## config.mk

```make
export PLATFORM = sky130hd
export DESIGN_NAME = cache_control
export DESIGN_NICKNAME = d
export VERILOG_FILES = /design/src/rtl/cache_control.sv
export SDC_FILE = /design/constraint.sdc
export NUM_CORES = 1
export LEC_CHECK = 0
export ABC_CLOCK_PERIOD_IN_PS = 1600
export CORE_AREA = 5 5 42 44
export CTS_BUF_LIST = sky130_fd_sc_hd__clkbuf_4
export CTS_CLUSTER_DIAMETER = 50
export CTS_CLUSTER_SIZE = 10
export DETAILED_ROUTE_END_ITERATION = 8
export DIE_AREA = 0 0 47 49
export PLACE_DENSITY = 0.69
export SLEW_MARGIN = 10
export SYNTH_ARGS = -nofsm -noshare
export SYNTH_HDL_FRONTEND = slang
export SYNTH_SLANG_ARGS = --single-unit
```

## constraint.sdc

```tcl
create_clock -name clk -period 1.6 [get_ports clk]
set_clock_uncertainty 0.15 [all_clocks]
set_input_delay 0.24 -clock clk [delete_from_list [all_inputs] [get_ports clk]]
set_output_delay 0.24 -clock clk [all_outputs]
set_load 0.02 [all_outputs]
```

## src/rtl/cache_control.sv

```systemverilog
// cache_control: FSM sequencing a 2-way set-associative write-back,
// write-allocate cache datapath through hit, writeback and fill.
module cache_control #(
    parameter bit RESP_REG = 1'b0
) (
    input  logic       clk,
    input  logic       rst,
    input  logic       mem_read,
    input  logic       mem_write,
    input  logic       hit0,
    input  logic       hit1,
    input  logic       dirty0,
    input  logic       dirty1,
    input  logic       lru,
    input  logic       pmem_resp,
    output logic       mem_resp,
    output logic       pmem_read,
    output logic       pmem_write,
    output logic [1:0] addrmux_sel,
    output logic [1:0] wemux_sel0,
    output logic [1:0] wemux_sel1,
    output logic       dimux_sel,
    output logic       domux_sel,
    output logic       load_tag0,
    output logic       load_tag1,
    output logic       load_valid0,
    output logic       load_valid1,
    output logic       load_dirty0,
    output logic       load_dirty1,
    output logic       dirty_in,
    output logic       load_lru,
    output logic       lru_in
);
    localparam logic [1:0] ADDR_CACHE0 = 2'd0;
    localparam logic [1:0] ADDR_CACHE1 = 2'd1;
    localparam logic [1:0] ADDR_CPU    = 2'd2;
    localparam logic [1:0] WE_ZEROS    = 2'd0;
    localparam logic [1:0] WE_ONES     = 2'd1;
    localparam logic [1:0] WE_CPU_BE   = 2'd2;
    localparam logic       DI_CPU      = 1'b0;
    localparam logic       DI_MEM      = 1'b1;

    typedef enum logic [1:0] {
        IDLE,
        CHECK,
        WRITEBACK,
        FILL
    } state_t;

    state_t state;
    logic   victim;
    logic   req;
    logic   hit;
    logic   hitw;
    logic   miss_dirty;
    logic   resp_c;
    logic   domux_c;

    assign req        = mem_read | mem_write;
    assign hit        = hit0 | hit1;
    assign hitw       = ~hit0;
    assign miss_dirty = lru ? dirty1 : dirty0;

    // victim is captured on the miss so a changing lru cannot redirect the fill
    always_ff @(posedge clk) begin
        if (rst) begin
            state  <= IDLE;
            victim <= 1'b0;
        end else begin
            case (state)
                IDLE: begin
                    if (req) state <= CHECK;
                end
                CHECK: begin
                    if (!req || hit) begin
                        state <= IDLE;
                    end else begin
                        victim <= lru;
                        state  <= miss_dirty ? WRITEBACK : FILL;
                    end
                end
                WRITEBACK: begin
                    if (pmem_resp) state <= FILL;
                end
                FILL: begin
                    if (pmem_resp) state <= CHECK;
                end
                default: state <= IDLE;
            endcase
        end
    end

    always_comb begin
        resp_c      = 1'b0;
        domux_c     = 1'b0;
        pmem_read   = 1'b0;
        pmem_write  = 1'b0;
        addrmux_sel = ADDR_CPU;
        wemux_sel0  = WE_ZEROS;
        wemux_sel1  = WE_ZEROS;
        dimux_sel   = DI_CPU;
        load_tag0   = 1'b0;
        load_tag1   = 1'b0;
        load_valid0 = 1'b0;
        load_valid1 = 1'b0;
        load_dirty0 = 1'b0;
        load_dirty1 = 1'b0;
        dirty_in    = 1'b0;
        load_lru    = 1'b0;
        lru_in      = 1'b0;
        case (state)
            CHECK: begin
                if (req && hit) begin
                    resp_c   = 1'b1;
                    domux_c  = hitw;
                    load_lru = 1'b1;
                    lru_in   = ~hitw;
                    if (mem_write) begin
                        if (hitw) wemux_sel1 = WE_CPU_BE;
                        else      wemux_sel0 = WE_CPU_BE;
                        load_dirty0 = ~hitw;
                        load_dirty1 = hitw;
                        dirty_in    = 1'b1;
                    end
                end
            end
            WRITEBACK: begin
                pmem_write  = 1'b1;
                addrmux_sel = victim ? ADDR_CACHE1 : ADDR_CACHE0;
                domux_c     = victim;
            end
            FILL: begin
                pmem_read = 1'b1;
                if (pmem_resp) begin
                    if (victim) wemux_sel1 = WE_ONES;
                    else        wemux_sel0 = WE_ONES;
                    dimux_sel   = DI_MEM;
                    load_tag0   = ~victim;
                    load_tag1   = victim;
                    load_valid0 = ~victim;
                    load_valid1 = victim;
                    load_dirty0 = ~victim;
                    load_dirty1 = victim;
                end
            end
            default: ;
        endcase
    end

    generate
        if (RESP_REG) begin : g_resp_reg
            always_ff @(posedge clk) begin
                if (rst) begin
                    mem_resp  <= 1'b0;
                    domux_sel <= 1'b0;
                end else begin
                    mem_resp  <= resp_c;
                    domux_sel <= domux_c;
                end
            end
        end else begin : g_resp_comb
            assign mem_resp  = resp_c;
            assign domux_sel = domux_c;
        end
    endgenerate
endmodule
```

==> results of run 1 <==
[state kept, by name, summed over array words and instances, names as in the netlist]
| register | flops |
|---|---|
| state | 2 |
| victim | 1 |
[power by group]
group	leakage, nW	switching (W)	internal, W
registers	0.0259	0.00000934	0.0000789
logic	0.391	0.0000879	0.000114
clock network	0.0184	0.0000378	0.000110
total	0.435	0.000135	0.000303
[final timing paths]
kind	start	endpoint	slack, ns	cells past startpoint
max reg2reg	state[1]$_SDFFE_PP0P_	state[0]$_SDFFE_PP0P_	-0.03	6
min	hit1	victim$_SDFFE_PP0P_	0.29	3
min reg2reg	state[0]$_SDFFE_PP0P_	state[0]$_SDFFE_PP0P_	0.50	2
max	state[0]$_SDFFE_PP0P_	load_dirty1	-0.14	4
[cell usage in the layout (no fill, tap or decap), types with 3 or more instances in the layout]
master | Yosys | layout
buf_4 | 3 | 18
buf_6 | 0 | 12
clkdlybuf4s50_1 | 0 | 6
nor2_1 | 7 | 4
clkbuf_4 | 0 | 4
inv_1 | 5 | 3
a21oi_1 | 3 | 3
ha_4 | 0 | 3
buf_2 | 0 | 3
[metal layers]
layer  wire length [µm]  vias to the layer above
met5                  0                        -
met1                584                      242
li1                   -                      260
met2                838                       27
met4                  0                        0
met3                191                        0
[timing repair]
item | in CTS | in global routing
pin swaps | 3 | 2
buffers inserted | 1 | 2
gates resized for setup | 120 | 19
endpoints found under the setup margin | 22 | 22
[synthesized netlist by cell type]
library cell / count / area [µm²]
a21oi_1: 3 / 15.0
and2_1: 1 / 6.26
o22ai_1: 1 / 6.26
nor3b_1: 1 / 7.51
o31ai_1: 1 / 7.51
or2_2: 1 / 6.26
inv_1: 5 / 18.8
and3_1: 2 / 12.5
o21bai_1: 1 / 7.51
and2_4: 1 / 8.76
o21ai_0: 1 / 5.00
dfxtp_1: 3 / 60.1
buf_4: 3 / 22.5
o21a_1: 2 / 15.0
nand4b_1: 1 / 8.76
nor2b_1: 1 / 6.26
ha_1: 4 / 50.1
or3b_4: 1 / 11.3
nand2_1: 2 / 7.51
nor2_1: 7 / 26.3
o32ai_1: 1 / 8.76
a311oi_1: 1 / 8.76
mux2i_1: 1 / 10.0
nor3_1: 1 / 5.00
nand3_1: 2 / 10.0
[logic make-up (layout without fill, tap and decap cells)]
logic type               Yosys count  count (layout)  synth area share, %
flip-flops                         3               3                 17.1
AND/OR/NAND/NOR                   21              21                 33.1
multiplexers                       1               1                 2.85
buffers and inverters              8              53                 11.7
AO/OA/AOI/OAI                     11              11                 21.0
adder cells (fa/ha/maj)            4               4                 14.2
[worst min-delay path, delay by kind of cell]
kind | cells | cell delay, ns
AOI/OAI and AO/OA | 2 | 0.25
buffers and inverters | 1 | 0.13
[cell type report]
cell class / instances / share of cell area [%]
timing repair buffer: 44 / 44.0
tap: 16 / 2.18
multi-input combinational: 37 / 40.6
sequential: 3 / 7.36
inverter: 5 / 2.59
clock buffer: 4 / 3.27
[stage by stage]
stage	instance area, µm²	hold WS [ns]	utilization (%)	std cells
finish	918	0.290	65.5	109
global placement	747	0.414	53.3	102
detailed placement	747	0.429	53.3	102
floorplan	369	0.159	-	48
global route	918	0.311	65.5	109
CTS	828	0.490	59.1	107
==> results.sh, run 1 <==
export IMPL_cp_top_family="simple AND/OR/NAND/NOR gates"
export IMPL_worst_slack_ns=-0.138
export IMPL_synth_seq_cells=3
export IMPL_rsz0062_at_grt="true"
export IMPL_maxSlewViolCount=0
export IMPL_post_route_period_util_pct=109
export IMPL_cts_buffers=3
export IMPL_die_w_um=47
export IMPL_chipHeight_um=49
export IMPL_routedWlPerCell_um=14.8
export IMPL_cp_num_buf_inv=1
export IMPL_synth_nets=62
export IMPL_leakagePower_nw=0.435
export IMPL_hold_buffers=0
export IMPL_hold_viol_final=0
export IMPL_crit_slowest_cell="dfxtp_4"
export IMPL_required_ns=1.21
export IMPL_cts_path_max_buffers=2
export IMPL_status="finished with violations"
export IMPL_ant_nets=0
export IMPL_clk_pin_slew_worst_paths_ns=0.04
export IMPL_yosysWarnings=0
export IMPL_setup_violations=11
export IMPL_grt_pass1_vias=505
export IMPL_grt_overflow=0
export IMPL_place_ws_ns=-0.567
export IMPL_top_usage_layer="met2"
export IMPL_routed_wl_mm=1.61
export IMPL_grtUsageMet1_pct=12.7
export IMPL_irDropWorstVdd_mv=0.320
export IMPL_grt_pass1_wl_mm=2.20
export IMPL_grt_max_degree=6
export IMPL_drt_iter0_markers=5
export IMPL_row_count=14
export IMPL_grt_use_met2_pct=24.0
export IMPL_worstMarginPinSlew_ns=0.240
export IMPL_syn_area_um2=352
export IMPL_endpoint_kind="primary output"
export IMPL_p_per_area_mw_per_mm2=477
export IMPL_cp_arrival_ns=1.35
export IMPL_synthDistinctLibCells=25
export IMPL_first_pass_iters=4
export IMPL_crit_chain="ha_4 > and3_4 > or2_4 > buf_6"
export IMPL_drive_above_1_share_pct=68.8
export IMPL_layout_min_cycle_time_ns=1.74
export IMPL_critPathLaunchType="flop"
export IMPL_die_area_mm2=0.00230
export IMPL_core_mm2=0.00140
export IMPL_cpPeakStageDelay_ns=0.37
export IMPL_cts_max_level=1
export IMPL_violations="negative setup slack"
export IMPL_hold_class="primary input to flop"
export IMPL_cts_root_buf="clkbuf_4"
export IMPL_setup_tns_final_ns=-0.575
export IMPL_n_antenna_cell=0
export IMPL_drc=0
export IMPL_via_per_inst=4.85
export IMPL_portBuffers=29
export IMPL_layout_area_seq_um2=67.6
export IMPL_power_w=0.000438
export IMPL_fillers=125
export IMPL_numClockSinks=3
export IMPL_slew_headroom_pct=83.9
export IMPL_syn_avg_cell_area_um2=7.32
export IMPL_gp_congestion=0.864
export IMPL_path_class="flop to primary output"
export IMPL_via_count=529
export IMPL_multi_input_area_um2=373
export IMPL_max_freq_mhz=575
export IMPL_area_growth_pct=161
export IMPL_grt_util_all_layers_pct=13.4
export IMPL_start_util_pct=25.1
export IMPL_worstPathMaxFanout=4
export IMPL_maxCapViolCount=0
export IMPL_fin_nets=108
export IMPL_cts_tree="built"
export IMPL_synthCells=48
export IMPL_seq_area_frac_synth_pct=17.1
export IMPL_antenna_found_initial=0
export IMPL_ioPinCount=30
export IMPL_use_met3_pct=4.80
export IMPL_hpwlAfterDp_mm=1.18
export IMPL_clk_latency_ns=0.23
Note: power is estimated with default switching activity, not from simulation.
==> inputs of run 2 (changes only) <==
--- a/config.mk
+++ b/config.mk
@@ -5,6 +5,7 @@
 export SDC_FILE = /design/constraint.sdc
 export NUM_CORES = 1
 export LEC_CHECK = 0
+export ABC_AREA = 1
 export ABC_CLOCK_PERIOD_IN_PS = 1600
 export CORE_AREA = 5 5 42 44
 export CTS_BUF_LIST = sky130_fd_sc_hd__clkbuf_4
@@ -12,7 +13,7 @@
 export CTS_CLUSTER_SIZE = 10
 export DETAILED_ROUTE_END_ITERATION = 8
 export DIE_AREA = 0 0 47 49
-export PLACE_DENSITY = 0.69
+export PLACE_DENSITY = 0.7
 export SLEW_MARGIN = 10
 export SYNTH_ARGS = -nofsm -noshare
 export SYNTH_HDL_FRONTEND = slang
==> results.sh, run 2 <==
export IMPL_p_per_area_mw_per_mm2=480
export IMPL_start_util_pct=26.3
export IMPL_die_w_um=47
export IMPL_worst_slack_ns=-0.0949
export IMPL_via_count=548
export IMPL_fin_nets=122
export IMPL_drive_above_1_share_pct=69.2
export IMPL_post_synth_top_count_cell="nor2_1"
export IMPL_hold_buffers=0
export IMPL_yosysTopAreaCell="dfxtp_1"
export IMPL_final_common_cell="buf_4"
export IMPL_cts_path_max_buffers=2
export IMPL_status="finished with violations"
export IMPL_syn_avg_cell_area_um2=6.13
export IMPL_clk_pin_slew_worst_paths_ns=0.04
export IMPL_synth_ff_type="dfxtp_1"
export IMPL_via_per_inst=4.46
export IMPL_place_ws_ns=-0.615
export IMPL_drc=0
export IMPL_postCtsSetupBuffers=0
export IMPL_cts_buffers=3
export IMPL_worstMarginPinSlew_ns=0.201
export IMPL_path_class="flop to primary output"
export IMPL_cp_arrival_ns=1.30
export IMPL_synth_seq_cells=3
export IMPL_grt_pass1_wl_mm=2.36
export IMPL_clk_latency_ns=0.23
export IMPL_gp_congestion=0.838
export IMPL_endpoint_kind="primary output"
export IMPL_synth_nets=74
export IMPL_layout_min_cycle_time_ns=1.69
export IMPL_synth_async_reset_ratio_pct=0
export IMPL_cts_max_level=1
export IMPL_grt_overflow=0
export IMPL_grt_max_degree=8
export IMPL_rsz0062_at_grt="true"
export IMPL_row_count=14
export IMPL_synthTopCellsByCount="nor2_1, inv_1, nand2_1"
export IMPL_synth_simple_area_share_pct=34.4
export IMPL_final_cells=123
export IMPL_irDropWorstVdd_mv=0.365
export IMPL_synthCells=60
export IMPL_core_mm2=0.00140
export IMPL_synth_mux_area_fraction_pct=0
export IMPL_hold_viol_final=0
export IMPL_syn_area_um2=368
export IMPL_routedWlPerCell_um=11.5
export IMPL_placed_cells=119
export IMPL_leakagePower_nw=0.473
export IMPL_maxCapViolCount=0
export IMPL_n_antenna_cell=0
export IMPL_netlist_area_leader_share_pct=16.3
export IMPL_largest_register_ffs=2
export IMPL_chipHeight_um=49
export IMPL_drt_iter0_markers=1
export IMPL_area_growth_pct=148
export IMPL_ioPinCount=30
export IMPL_power_w=0.000438
export IMPL_yosysWarnings=0
export IMPL_post_route_period_util_pct=106
export IMPL_synth_top_family_by_area="simple AND/OR/NAND/NOR gates"
export IMPL_violations="negative setup slack"
export IMPL_synth_compound_area_share_pct=16.3
export IMPL_grt_pass1_vias=573
export IMPL_hold_class="primary input to flop"
export IMPL_worstPathMaxFanout=3
export IMPL_slew_headroom_pct=86.6
export IMPL_cts_tree="built"
export IMPL_synth_edf_count=0
export IMPL_seq_area_frac_synth_pct=16.3
export IMPL_routed_wl_mm=1.41
export IMPL_layout_common_cells="buf_4, inv_1, nor2_1, buf_6"
export IMPL_synth_area_leaders="dfxtp_1, nor2_1, ha_1"
export IMPL_largest_register="state"
export IMPL_required_ns=1.21
export IMPL_fillers=135
export IMPL_numClockSinks=3
export IMPL_synthXorXnorAreaFrac_pct=0
export IMPL_portBuffers=29
export IMPL_top_regs="state (2), victim (1)"
export IMPL_hpwlAfterDp_mm=1.06
export IMPL_setup_violations=9
export IMPL_synthDistinctLibCells=18
export IMPL_die_area_mm2=0.00230
export IMPL_first_pass_iters=2
export IMPL_max_freq_mhz=590
export IMPL_maxSlewViolCount=0
export IMPL_antenna_found_initial=0
export IMPL_critPathLaunchType="flop"
export IMPL_cts_root_buf="clkbuf_4"
export IMPL_ant_nets=0
export IMPL_grt_util_all_layers_pct=14.0
export IMPL_synthAdderAreaFrac_pct=13.6
## run 2: cell count changes in the layout (fill, tap and decap cells not counted), sizes merged, moves of 2 or more
cell / before / now
nor2: 7 / 16
and3: 2 / 0
nand2: 2 / 10
inv: 5 / 13
o21a: 2 / 0
and2: 2 / 0
buf: 34 / 37
## run 2: final cells by class
| class | count | area [µm²] | area share, % |
|---|---|---|---|
| clock buffers | 4 | 30.0 | 3.29 |
| inverters | 13 | 51.3 | 5.62 |
| multi-input cells | 41 | 358 | 39.2 |
| flip-flops and latches | 3 | 65.1 | 7.12 |
| well taps | 16 | 20.0 | 2.19 |
| repair buffers | 46 | 389 | 42.6 |
## run 2: routing by layer
metal	GRT usage (%)	share of wire, %	vias up
met5	0	0	-
met4	3.69	1.3	0
met3	6.27	10	2
met2	26.7	57	26
met1	12.3	32	244
li1	-	-	276
## run 2: critical path: stages (launching register included)
cell,delay (ns)
dfxtp_2,0.33
inv_4,0.08
ha_4,0.13
inv_2,0.04
nor2_4,0.11
buf_4,0.13
inv_2,0.04
nor2_1,0.08
buf_4,0.14
## run 2: final timing paths
| check | start | end | slack [ns] | cells after the start |
|---|---|---|---|---|
| worst max register to register | state[1]$_SDFFE_PP0P_ | state[0]$_SDFFE_PP0P_ | 0.11 | 7 |
| worst max-delay path | state[1]$_SDFFE_PP0P_ | lru_in | -0.09 | 8 |
| worst min register to register | state[1]$_SDFFE_PP0P_ | state[1]$_SDFFE_PP0P_ | 0.51 | 3 |
| worst min-delay path | hit0 | victim$_SDFFE_PP0P_ | 0.44 | 5 |
## run 2: cell families after synthesis
| family | after synthesis |
|---|---|
| AO/OA/AOI/OAI | 9 |
| adder cells (fa/ha/maj) | 4 |
| buffers and inverters | 16 |
| flip-flops | 3 |
| AND/OR/NAND/NOR | 28 |
## run 2: per-stage QoR
| step | TNS [ns] | utilization [%] | instance area (µm²) | hold WS (ns) |
|---|---|---|---|---|
| floorplan | -0.0404 | - | 378 | 0.152 |
| global placement | -8.24 | 56.6 | 793 | 0.467 |
| detailed placement | -8.71 | 56.6 | 793 | 0.476 |
| CTS | -0.430 | 60.1 | 842 | 0.448 |
| global route | -1.56 | 65.2 | 913 | 0.454 |
| finish | -0.556 | 65.2 | 913 | 0.436 |
## run 2: power by group
group	total, W	switching, W	internal [W]
sequential	0.0000895	0.00000820	0.0000813
combinational	0.000200	0.0000995	0.000101
clock	0.000148	0.0000381	0.000110
## run 2: repair_timing
action | CTS | global route
endpoints found under the setup margin | 20 | 18
hold endpoints to repair | 0 | 0
pin swaps | 4 | 1
resized for setup | 116 | 24
gates cloned | 0 | 0
==> edit 1: new RTL, settings of run 2 <==
The 4 states of `state_t` get a Gray code encoding in 2 bits.
--- a/src/rtl/cache_control.sv
+++ b/src/rtl/cache_control.sv
@@ -41,10 +41,10 @@
     localparam logic       DI_MEM      = 1'b1;
 
     typedef enum logic [1:0] {
-        IDLE,
-        CHECK,
-        WRITEBACK,
-        FILL
+        IDLE      = 2'b00,
+        CHECK     = 2'b01,
+        WRITEBACK = 2'b11,
+        FILL      = 2'b10
     } state_t;
 
     state_t state;
Formal check against the unedited RTL: same outputs for any inputs over 10 cycles, from zero or initial values and one cycle with rst high; not proved beyond that.
==> edit 1 against run 2 <==
- the flow still finishes with violations (setup timing)
- synthesized area up 11%
- core utilization up 8.2 points
- maximum frequency up 0.61%
- wire length up 5.7%
- sequential cell count unchanged
- final area up 13%
- worst setup slack better by 0.010 ns
- global-route usage down 1.8 points
- register-to-register slack worse by 0.03 ns
- final cell count up 8.1%
Power is not compared: it rests on default switching activity, and its combinational part moved more than twofold at a synthesized area within 25%.
==> edit 1: results (changes against run 2) <==
- Smallest setup slack after layout: -0.08463 ns (+0.01027 ns)
- The net count after synthesis came to 85 (+15%).
* Sequential element share of the synthesized area: 14.77% (-1.6 points)
- Slew at the pin closest to its max-slew limit: 0.2736 ns (+0.07306 ns)
- The number of instances in the synthesized netlist is 71 (+18%).
* Maximum number of pins on one net before global-route repair: 5 (-3)
- The startpoint identified for the worst register-to-register timing path is state[1]$_SDFFE_PP0P_.
* Type of the tightest min-delay check: input pin to flop
- Vias in the first global route: 488 (-15%)
- The critical path ends at load_dirty0.
- Commonest cells post-synth: nand2_1, inv_1, nor2_1
- R2R depth: 8 (+1)
- Among all cell types in the netlist, the one instantiated most often is nand2_1.
- Worst slack at placement: -0.5918 ns (+0.02320 ns)
- Wire length of the first global-routing pass: 2042 um (-13%)
- Instance area after placement: 815.8 um^2 (+2.8%)
- Async S/R FF share, synth: 0% (unchanged)
- Global router's overall resource usage: 12.24% (-1.8 points)
- The total wire length after detailed routing came to 1493 um (+5.7%).
* Crit-path max cell delay: 0.35 ns (+0.02 ns)
- Violation count after the first detailed-route iteration: 2 (+1)
- The number of cells in the design after placement came to 126 (+5.9%).
* Launch point of the worst hold path: rst
- The register-to-register setup slack is 0.08 ns (-0.03 ns).
* Part of the power in combinational logic: 65.2%
- The number of nets in the finished design came to 132 (+8.2%).
* Count of distinct cell types in the synthesized netlist: 15 (-3)
- Post-DR vias/cell: 4.286 (-3.8%)
- The total negative slack for setup checks came to -0.4185 ns (+0.1372 ns).
- Worst hold slack across all endpoints: 0.4962 ns (+0.05995 ns)
- Count of endpoints failing setup in the final report: 14 (+5)
- The instance count along the most critical hold path was 4 (-1).
- Result of the run: finished, violations left
- Grouping stages by cell kind, the critical path spends the most delay in flip-flops.
* Count of cells resized by post-cts repair: 123 (+6.0%)
- Clock-pin slew was measured on the worst setup and hold paths at around 0.030 ns.
- In the post-synthesis netlist, the biggest area contributors are nand2_1, inv_1, dfxtp_1, ha_1, nor2_1.
* DR WL/cell: 11.23 um (-2.3%)
- The weighted congestion at the end of routability-driven global placement came to 0.7556 (-9.8%).
- The final reports fail on setup timing.
- The count of warnings emitted by yosys came to 0 (unchanged).
- Hold Path End: state[1]$_SDFFE_PP0P_
- The fraction of layout cells with a size suffix above 1 was 66.67% (-2.5 points).
- Half-perimeter wire length after placement: 1038 um (-1.6%)
[edit 1: changes by cell type in the layout (fill, tap and decap cells not counted), moves of 2 or more]
cell,before,now
buf_6,7,23
buf_4,28,13
nand2_1,4,10
nand2_4,2,5
nand3_2,0,3
inv_1,7,9
inv_4,1,3
o22ai_2,2,0
[edit 1: kinds of logic after synthesis]
family	after synthesis	share of synthesized area (%)
flops	3	14.77
compound gates	4	6.460
simple gates	39	43.38
buf+inv	21	23.08
fa+ha+maj	4	12.31
[edit 1: area by class of cell]
cell class | count | area [um^2]
repair buffers | 46 | 450.4
multi-input cells | 47 | 386.6
fillers | 108 | 372.9
inverters | 17 | 76.32
flip-flops and latches | 3 | 65.06
clock buffers | 4 | 30.03
well taps | 16 | 20.02
[edit 1: metal layers]
layer / vias up / share of wire (%) / global-route usage, %
li1: 295 / - / -
met1: 257 / 36 / 13.13
met2: 14 / 56 / 20.36
met3: 4 / 5.6 / 3.321
met4: 0 / 2.1 / 6.912
met5: - / 0 / 0
==> edit 2: new RTL, flow settings as in run 2 <==
Made on the original files. Set the parameter `RESP_REG` to 1'b1 (it was 1'b0).
--- a/src/rtl/cache_control.sv
+++ b/src/rtl/cache_control.sv
@@ -1,7 +1,7 @@
 // cache_control: FSM sequencing a 2-way set-associative write-back,
 // write-allocate cache datapath through hit, writeback and fill.
 module cache_control #(
-    parameter bit RESP_REG = 1'b0
+    parameter bit RESP_REG = 1'b1
 ) (
     input  logic       clk,
     input  logic       rst,
Behaviour: not the same (Yosys sat finds a counterexample within 4 cycles, from zero or initial values and one cycle with rst high).
==> edit 2 against run 2 <==
- the run still ends with setup timing left
- worst setup slack worse by 0.090 ns
- global-route usage rose by 0.080 points
- combinational power up 13%
- final area increased by 11%
- sequential cell count up 2
- wire length rose by 25%
- total power up 23%
- final cell count increased by 4.9%
- critical path depth decreased by 1
- non-clock buffer count unchanged
- clock power rose by 18%
- synthesized area increased by 17%
- highest routed layer unchanged
==> edit 2: results (changes against run 2) <==
- # diodes: 0 (unchanged)
- Max IR drop VDD: 373.7 uV (+2.4%)
- Clock insertion delay at the later pin of the skew report: 0.25 ns (+0.02 ns)
- Number of antenna violations at the first check in global routing: 0 (unchanged)
- The final number of setup-violating endpoints came to 11 (+2).
- Top register by number of flip-flops: state
- H-tree depth: 1 (unchanged)
- Async S/R FF share, synth: 0% (unchanged)
* Flip-flop cell with the highest count after synthesis: dfxtp_1
* DR WL/cell: 13.69 um (+19%)
* Result of the run: finished, violations left
- Last weighted congestion value of the routability-driven placer: 0.8123 (-3.0%)
* Proportion of layout cells with a drive suffix above 1: 63.72% (-5.4 points)
* Wire length of the first global-routing pass: 2421 um (+2.6%)
* Violations in the final reports: setup timing
* Post-route setup TNS: -0.7965 ns (-0.2408 ns)
- The commonest cells after synthesis are inv_1, nor2_1, nand2_1.
* Number of buffers on the longest clock path: 2 (unchanged)
* Slew at the pin closest to its max-slew limit: 0.2403 ns (+0.03975 ns)
* Data arrival time at the worst-slack endpoint: 1.39 ns (+0.09 ns)
- Total Nets Final: 128 (+4.9%)
- The net count after synthesis came to 79 (+6.8%).
- The overall fraction of global-route tracks in use came to 14.08% (+0.080 points).
- R2R depth: 8 (+1)
* Number of warnings reported in the yosys synthesis log: 0 (unchanged)
- Vias in the first global route: 579 (+1.0%)
- Largest cells by area after synthesis: dfxtp_1, inv_1, ha_1, nor2_1, nand2_1
* Type of the tightest min-delay check: input pin to flop
* Leakage: 0.5296 nW (+12%)
- Violation count after the first detailed-route iteration: 16 (+15)
- Smallest setup slack after layout: -0.1845 ns (-0.08965 ns)
* Count of distinct cell types in the synthesized netlist: 17 (-1)
- WHS Path Cells: 5 (unchanged)
- The flip-flop count of the largest register, all copies and words added came to 2 (unchanged).
- The count of filler cells inserted in the layout came to 114 (-16%).
* Half-perimeter wire length after placement: 1122 um (+6.3%)
- The count of TritonRoute iterations in the first routing pass is 4 (+2).
- Via Count: 594 (+8.4%)
- Sequential element share of the synthesized area: 23.19% (+6.9 points)
edit 2: cell count changes in the layout (fill, tap and decap cells not counted), sizes merged, moves of 2 or more:
cell / change
clkdlybuf4s50: +2
dlymetal6s2s: +2
dlygate4sd2: -2
buf: -2
nand2: +4
dfxtp: +2
edit 2: metal layers:
metal	track usage (%)	vias to the layer above	part of all wire, %
met5	0	-	0
met4	2.765	0	1.4
met3	5.166	4	7.9
met2	24.43	26	53
met1	15.82	273	38
li1	-	291	-
edit 2: path summary, 6_finish.rpt:
| path | startpoint | slack [ns] | to |
|---|---|---|---|
| hold reg to reg | victim$_SDFFE_PP0P_ | 0.47 | victim$_SDFFE_PP0P_ |
| hold / removal | hit0 | 0.42 | victim$_SDFFE_PP0P_ |
| setup / recovery | state[1]$_SDFFE_PP0P_ | -0.18 | wemux_sel1[1] |
| setup reg to reg | state[1]$_SDFFE_PP0P_ | 0.07 | state[1]$_SDFFE_PP0P_ |
edit 2: critical path: stages (launching register included):
cell and delay (ns):
dfxtp_2 0.32, inv_2 0.07, ha_4 0.14, inv_2 0.05
nor3_4 0.18, nand2_2 0.12, nor2_2 0.14, buf_6 0.12
edit 2: report_power, final:
group	total (mW)	internal (mW)	switching [mW]
clock	0.174	0.112	0.0617
sequential	0.140	0.133	0.00675
combinational	0.227	0.113	0.114
total	0.540	0.358	0.182
edit 2: cell type report:
type | instances | area [um^2] | share of cell area, %
timing repair buffer | 46 | 419.2 | 41.36
multi-input combinational | 44 | 386.6 | 38.15
sequential | 5 | 105.1 | 10.37
inverter | 14 | 52.55 | 5.185
clock buffer | 4 | 30.03 | 2.963
tap | 16 | 20.02 | 1.975
edit 2: what timing repair did:
action,in CTS,in global routing
pin swaps,4,11
setup endpoints to repair,18,19
gates resized for setup,79,50
buffers inserted,2,3
edit 2: cell families (layout without fill, tap and decap cells):
kind of cell               count (synthesis)  count (layout)  synth area share, %
adders and majority gates                  4               4                11.59
DFF                                        5               5                23.19
AOI/OAI and AO/OA                          8               8                13.04
and+or+nand+nor                           32              32                36.52
buffers and inverters                     16              64                15.65
edit 2: per-stage QoR:
stage / setup slack [ns] / instance area (um^2) / utilization (%) / std cells / total power, mW
2_1_floorplan: -0.01236 / 460.4 / - / 65 / 0.2233
3_3_place_gp: -0.6421 / 853.3 / 60.89 / 121 / 0.3176
3_5_place_dp: -0.7043 / 853.3 / 60.89 / 121 / 0.3207
4_1_cts: -0.2357 / 919.6 / 65.63 / 127 / 0.4980
5_1_grt: -0.2612 / 1013 / 72.32 / 129 / 0.5670
6_report: -0.1845 / 1013 / 72.32 / 129 / 0.5401
